`config.mk`:
```
export PLATFORM = sky130hd
export DESIGN_NAME = pipelined_rca_adder
export DESIGN_NICKNAME = d
export VERILOG_FILES = /design/src/rtl/adder_pkg.sv /design/src/rtl/rca_segment.sv /design/src/rtl/pipelined_rca_adder.sv
export SDC_FILE = /design/constraint.sdc
export NUM_CORES = 1
export LEC_CHECK = 0
export BUFFER_PORTS_ARGS = -buffer_cell sky130_fd_sc_hd__buf_2
export CORE_ASPECT_RATIO = 0.7
export CORE_MARGIN = 3
export CORE_UTILIZATION = 26
export DETAILED_ROUTE_END_ITERATION = 7
export PLACE_DENSITY = 0.51
export RECOVER_POWER = 25
export SLEW_MARGIN = 25
export SYNTH_ARGS = -nofsm -noshare
export SYNTH_HDL_FRONTEND = slang
export SYNTH_SLANG_ARGS = --single-unit
```
`constraint.sdc`:
```
create_clock -name i_clk -period 6.6 [get_ports i_clk]
set_input_delay 1.32 -clock i_clk [delete_from_list [all_inputs] [get_ports i_clk]]
set_output_delay 1.32 -clock i_clk [all_outputs]
set_load 0.02 [all_outputs]
```
`src/rtl/adder_pkg.sv`:
```
// Shared types and segment geometry for the pipelined ripple-carry adder.
// Segment k covers bits [seg_lo(k), seg_lo(k+1)).
package adder_pkg;

    localparam int MAX_WIDTH = 64;

    typedef struct packed {
        logic                 valid;
        logic                 carry;
        logic [MAX_WIDTH-1:0] sum;
        logic [MAX_WIDTH-1:0] a;
        logic [MAX_WIDTH-1:0] b;
    } stage_t;

    function automatic int seg_width(input int width, input int stages);
        return (width + stages - 1) / stages;
    endfunction

    function automatic int seg_lo(input int k, input int width,
                                  input int stages);
        int lo;
        lo = k * seg_width(width, stages);
        return (lo > width) ? width : lo;
    endfunction

endpackage

```
`src/rtl/rca_segment.sv`:
```
// Combinational ripple-carry segment: W full adders in a chain.
module rca_segment #(
    parameter int W = 8
) (
    input  logic [W-1:0] a,
    input  logic [W-1:0] b,
    input  logic         cin,
    output logic [W-1:0] sum,
    output logic         cout
);

    logic [W:0] c;

    always_comb begin
        c[0] = cin;
        for (int i = 0; i < W; i++) begin
            sum[i]   = a[i] ^ b[i] ^ c[i];
            c[i+1]   = (a[i] & b[i]) | (c[i] & (a[i] ^ b[i]));
        end
    end

    assign cout = c[W];

endmodule

```
`src/rtl/pipelined_rca_adder.sv`:
```
// Pipelined add/subtract built from STAGES registered ripple segments.
// Define ADDER_OVF_EN to add the o_overflow signed-overflow output.
module pipelined_rca_adder
    import adder_pkg::*;
#(
    parameter int WIDTH  = 32,
    parameter int STAGES = 4
) (
    input  logic             i_clk,
    input  logic             i_rst_n,
    input  logic             i_valid,
    output logic             o_ready,
    input  logic [WIDTH-1:0] i_add_term1,
    input  logic [WIDTH-1:0] i_add_term2,
    input  logic             i_carry_in,
    input  logic             i_sub,
    output logic             o_valid,
    input  logic             i_ready,
    output logic [WIDTH:0]   o_result
`ifdef ADDER_OVF_EN
    ,
    output logic             o_overflow
`endif
);

    stage_t            in_pl;
    stage_t            last_q;
    stage_t            last_nxt;
    logic [STAGES-1:0] vld;
    logic [STAGES-1:0] en;

    // Subtract is A + ~B + 1, so the carry-in is forced high.
    always_comb begin
        in_pl              = '0;
        in_pl.valid        = i_valid;
        in_pl.carry        = i_sub | i_carry_in;
        in_pl.a[WIDTH-1:0] = i_add_term1;
        in_pl.b[WIDTH-1:0] = i_sub ? ~i_add_term2 : i_add_term2;
    end

    always_comb begin
        en[STAGES-1] = !vld[STAGES-1] || i_ready;
        for (int k = STAGES - 2; k >= 0; k--) begin
            en[k] = !vld[k] || en[k+1];
        end
    end

    for (genvar k = 0; k < STAGES; k++) begin : g_stage
        localparam int LO = seg_lo(k, WIDTH, STAGES);
        localparam int HI = seg_lo(k + 1, WIDTH, STAGES);

        stage_t src;
        stage_t nxt;
        stage_t q;

        if (k == 0) begin : g_first
            assign src = in_pl;
        end else begin : g_chain
            assign src = g_stage[k-1].q;
        end

        // Narrow configurations can leave trailing stages with no bits.
        if (HI > LO) begin : g_seg
            logic [HI-LO-1:0] s;
            logic             co;

            rca_segment #(.W(HI - LO)) u_seg (
                .a   (src.a[LO +: HI-LO]),
                .b   (src.b[LO +: HI-LO]),
                .cin (src.carry),
                .sum (s),
                .cout(co)
            );

            always_comb begin
                nxt                  = src;
                nxt.sum[LO +: HI-LO] = s;
                nxt.carry            = co;
            end
        end else begin : g_pass
            assign nxt = src;
        end

        always_ff @(posedge i_clk or negedge i_rst_n) begin
            if (!i_rst_n) begin
                q <= '0;
            end else if (en[k]) begin
                q <= nxt;
            end
        end

        assign vld[k] = q.valid;

        if (k == STAGES - 1) begin : g_last
            assign last_q   = q;
            assign last_nxt = nxt;
        end
    end

    assign o_ready  = en[0];
    assign o_valid  = last_q.valid;
    assign o_result = {last_q.carry, last_q.sum[WIDTH-1:0]};

`ifdef ADDER_OVF_EN
    logic ovf_q;
    logic c_msb;

    assign c_msb = last_nxt.a[WIDTH-1] ^ last_nxt.b[WIDTH-1]
                 ^ last_nxt.sum[WIDTH-1];

    always_ff @(posedge i_clk or negedge i_rst_n) begin
        if (!i_rst_n) begin
            ovf_q <= 1'b0;
        end else if (en[STAGES-1]) begin
            ovf_q <= c_msb ^ last_nxt.carry;
        end
    end

    assign o_overflow = ovf_q;
`else
    logic unused_last;
    assign unused_last = ^last_nxt;
`endif

endmodule

```
==> impl.org <==
** Run status
- Status :: complete, but fails checks
- The final reports fail on max-capacitance violations, max-slew violations.

** Synth
- Avg Inst Size Synth :: 15.6 sq um
- Synthesis produced a netlist with a net count of 618.
- Summing the areas of all and, or, nand and nor instances in the mapped netlist gives 1.88% of the synthesized area.
- Post-synth top area share :: 57.2%
- For this run, the number of Yosys warnings is 0.
- Of the total synthesized cell area, the portion taken by XOR and XNOR cells is 3.48%.
- Sorting the synthesized cells by area gives the leading types as dfrtp_1 57%, mux2_2 15%, mux2_4 8.6%, fa_1 8.0%, xor2_1 2.6%.
- Synthesized instance count :: 516
- Yosys mapped a number of flops with a built-in enable equal to 0.
- The cell area that synthesis handed to floorplanning was 8050 sq um.
- The most common cell in the synthesized netlist is dfrtp_1.
- Count of cell types in the netlist :: 23
- Post-synthesis mux area share :: 24.8%
- Largest family of logic cells by synthesized area :: multiplexers
- The commonest cells after synthesis are 184 x dfrtp_1, 109 x mux2_2, 46 x mux2_4.
- Share of flip-flops with an asynchronous set or reset :: 100%
- Share of synthesized area occupied by flip-flops and latches :: 57.2%
- After Yosys synthesis, full adders, half adders and majority gates account for 7.95% of the synthesized area.
- Post-synthesis compound-gate area fraction :: 1.06%
- Synth area leader :: dfrtp_1
- Synthesized flop and latch total :: 184
- Top flip-flop cell by instance count after synthesis :: dfrtp_1

** Worst setup path
- Cell-by-cell trace of the critical path :: buf_2, buf_4, nor2_1, fa_1, inv_1, fa_1, inv_1, fa_1, fa_1, fa_1, fa_1, fa_1, inv_1, fa_1, mux2_4
- The startpoint identified for the worst register-to-register timing path is g_stage[2].q[24].
- Worst setup startpoint :: i_sub
- Type of the worst setup path :: in -> reg
- Top cell by count, worst path :: fa_1
- For the worst setup path, the data required time is 6920 ps.
- Arrival time at the worst endpoint :: 5530 ps
- The worst setup path is launched from a primary input.
- The worst setup path is captured at a flop.
- Max stage delay on crit path :: 450 ps
- Dominant delay contributor by cell family on the critical path :: adder cells
- CP Buf/Inv Count :: 5
- The slowest stage of the critical path belongs to the cell fa_1.
- Of all nets on the critical path, the largest fanout is 14.

** Floorplan
- The die is 216 microns wide.
- Initial standard-cell utilization of the core :: 26.6%
- Row generation in the floorplan step produced 53 rows.
- Placeable core region :: 30200 sq um
- In this run the count of I/O pins placed on the die edge is 105.
- The die is 153 microns tall.
- The die covers 33200 sq um.

** Drt
- The routed layout has 4131 vias.
- In the routed design, unresolved DRC markers number 0.
- Summed over all layers, the routed wires come to 16400 microns.
- The detailed router finished its first iteration with 152 violations.
- The detail route stage leaves a number of antenna-violating nets equal to 0.
- After detailed routing, the average wire length per cell comes to 15.7 microns.
- In the routed layout, each cell is associated on average with a via count of 3.95.
- First drt pass iteration count :: 4

** Global routing
- The number of global-route vias before repair was 4501.
- Total congestion overflow :: 0
- Largest net degree at the start of global routing :: 114
- Wire length of the first global-routing pass :: 26700 microns
- Overall global routing resource usage :: 10.6%
- Global routing consumed, on the met2 layer, 15.2% of the routing resources.
- Top Usage Layer GRT :: met2
- In the global route stage, met3 resource usage came out at 3.50%.
- Met1 routing resource usage after global routing :: 15.1%
- Initial antenna violation count :: 3

** Hold path
- Worst min-delay path startpoint :: o_result[32]
- Kind of path behind the tightest hold check :: reg -> reg

** Place
- Gpl congestion :: 0.657
- Once placement finished, the instance area stood at 9010 sq um.
- Buffers placed on the I/O ports in this run total 104.
- Detailed placement ended at an HPWL of 10500 microns.

** Layout
- In the final design database the tool counted 723 nets.
- Area Overhead vs Synth :: 19.1%
- After filler insertion, the fill cell instance count of the layout stands at 3082.
- The repair_antennas step left the layout with diodes totalling 0.
- Share of post-route cells with drive strength above 1 :: 46.8%
- With fillers left out, the area of the finished cells amounts to 9590 sq um.

** Timing
- Number of max-slew violations in the final report :: 110
- After routing, the total negative slack on setup checks comes to 0 ps.
- The smallest clock period supported by the final layout is computed as 5200 ps.
- Between clock sinks in the finished design, the worst skew comes to 8.52 ps.
- Unrepaired setup endpoints after global routing :: no
- Transition time at the pin with the least slew margin :: 4000 ps
- Timing would allow up to 192 MHz.
- The count of endpoints failing hold in the final timing report was 0.
- Count of final setup violators :: 0
- Measured against its own limit, the worst slew margin works out to -167%.
- The worst path uses 78.8% of the clock period.

** Flow run
- Max-cap violations in this run came to 2.

** Clock tree
- Clock net sink count :: 184
- TritonCTS built the clock tree.
- In this run, post-CTS repair resized a total of 0 instances.
- Maximum clock insertion buffer count :: 2
- Clock latency on the worst-skew pair, taken at its later pin, is 440 ps.
- Post-CTS timing repair inserted 0 buffers for setup.
- The H-tree was split into 4 levels.
- Clock-pin slew reported for the worst setup and hold paths after clock tree synthesis :: 70 ps
- After clock tree synthesis, the flow added hold-fix buffers numbering 0.
- Cell at the root of the clock tree :: clkbuf_16
- Buffers inserted during clock tree synthesis total 17.

** Power and ir drop
- The analysis attributes to net switching a power of 1.09 mW.
- Switching part of the total power :: 30.0%
- Per report_power, the combinational group accounts for 25.7% of the total.
- The internal portion of the total power is 2.53 mW.
- Sequential share of power :: 45.7%
- VDD IR-drop max :: 0.000139 V
- For this design the ratio of total power to cell area is 378 nW/um^2.
- For this design the static power due to leakage is 4.42 nW.
- Relative contribution of the clock network to total power :: 28.7%
[flip-flops by register name, summed over array words and instances (netlist names)]
name	cells
g_stage.q	150
o_result	33
o_valid	1
[routing by layer]
layer  share of wire [%]  wire (microns)
met1                  50            8260
met2                  43            7020
met3                 5.2             857
met4                 1.3             210
met5                0.21              34
[worst min-delay path: stages, from the launching register on]
cell and delay, ps:
dfrtp_1 340, nand2_1 40, o21ai_0 60
[area by class of cell]
type	count	area, sq um	area share, %
Timing Repair Buffer	110	572	5.96
Sequential cell	184	4600	48.0
Clock inverter	10	119	1.24
Clock buffer	22	474	4.95
Multi-Input combinational cell	271	3160	33.0
Inverter	37	141	1.47
Tap cell	412	515	5.38
[cell families after synthesis]
kind of cell | count (synthesis)
flops | 184
mux | 163
buf+inv | 61
xor+xnor | 32
fa+ha+maj | 32
simple gates | 27
compound gates | 17
[through the flow]
stage	power [mW]	util (%)	setup WS [ps]	cells	hold slack [ps]
detailed placement	2.64	29.8	880	1014	451
floorplan	2.30	-	1130	516	435
finish	3.62	31.7	1400	1046	471
global placement	2.62	29.8	967	1014	447
CTS	3.71	31.8	1370	1046	466
global route	3.88	31.7	1110	1046	480
[worst paths after layout]
| check | endpoint | slack, ps | depth (start not counted) |
|---|---|---|---|
| worst max-delay path | g_stage[0].q[135] | 1400 | 15 |
| worst min-delay path | o_result[32] | 470 | 2 |
| worst max register to register | o_result[31] | 2670 | 12 |
| worst min register to register | o_result[32] | 470 | 2 |
| max in group asynchronous | g_stage[0].q[134] | 2060 | 1 |
| min in group asynchronous | g_stage[0].q[20] | 2260 | 1 |
[power by group through the flow]
stage                     combinational [mW]  clock (mW)  sequential [mW]
after floorplan                        0.537           0             1.76
after global placement                 0.945           0             1.68
after detailed placement               0.957           0             1.68
after CTS                              0.960        1.08             1.66
after global routing                    1.04        1.13             1.71
final                                  0.930        1.04             1.65
[placed cells by master, fill, tap and decap left out, types with 2 or more instances in the layout]
master and n:
a21oi_1 6, buf_2 102, buf_4 4, bufinv_16 2, clkbuf_1 5, clkbuf_16 17
clkbuf_8 3, clkinv_2 2, clkinv_4 2, clkinvlp_4 3, dfrtp_1 184, fa_1 32
inv_1 36, mux2_2 109, mux2_4 46, mux2i_1 8, nand2_1 12, nand2b_1 3
nor2_1 7, o21ai_0 11, xnor2_1 8, xor2_1 24
(Power assumes the default switching activity.)
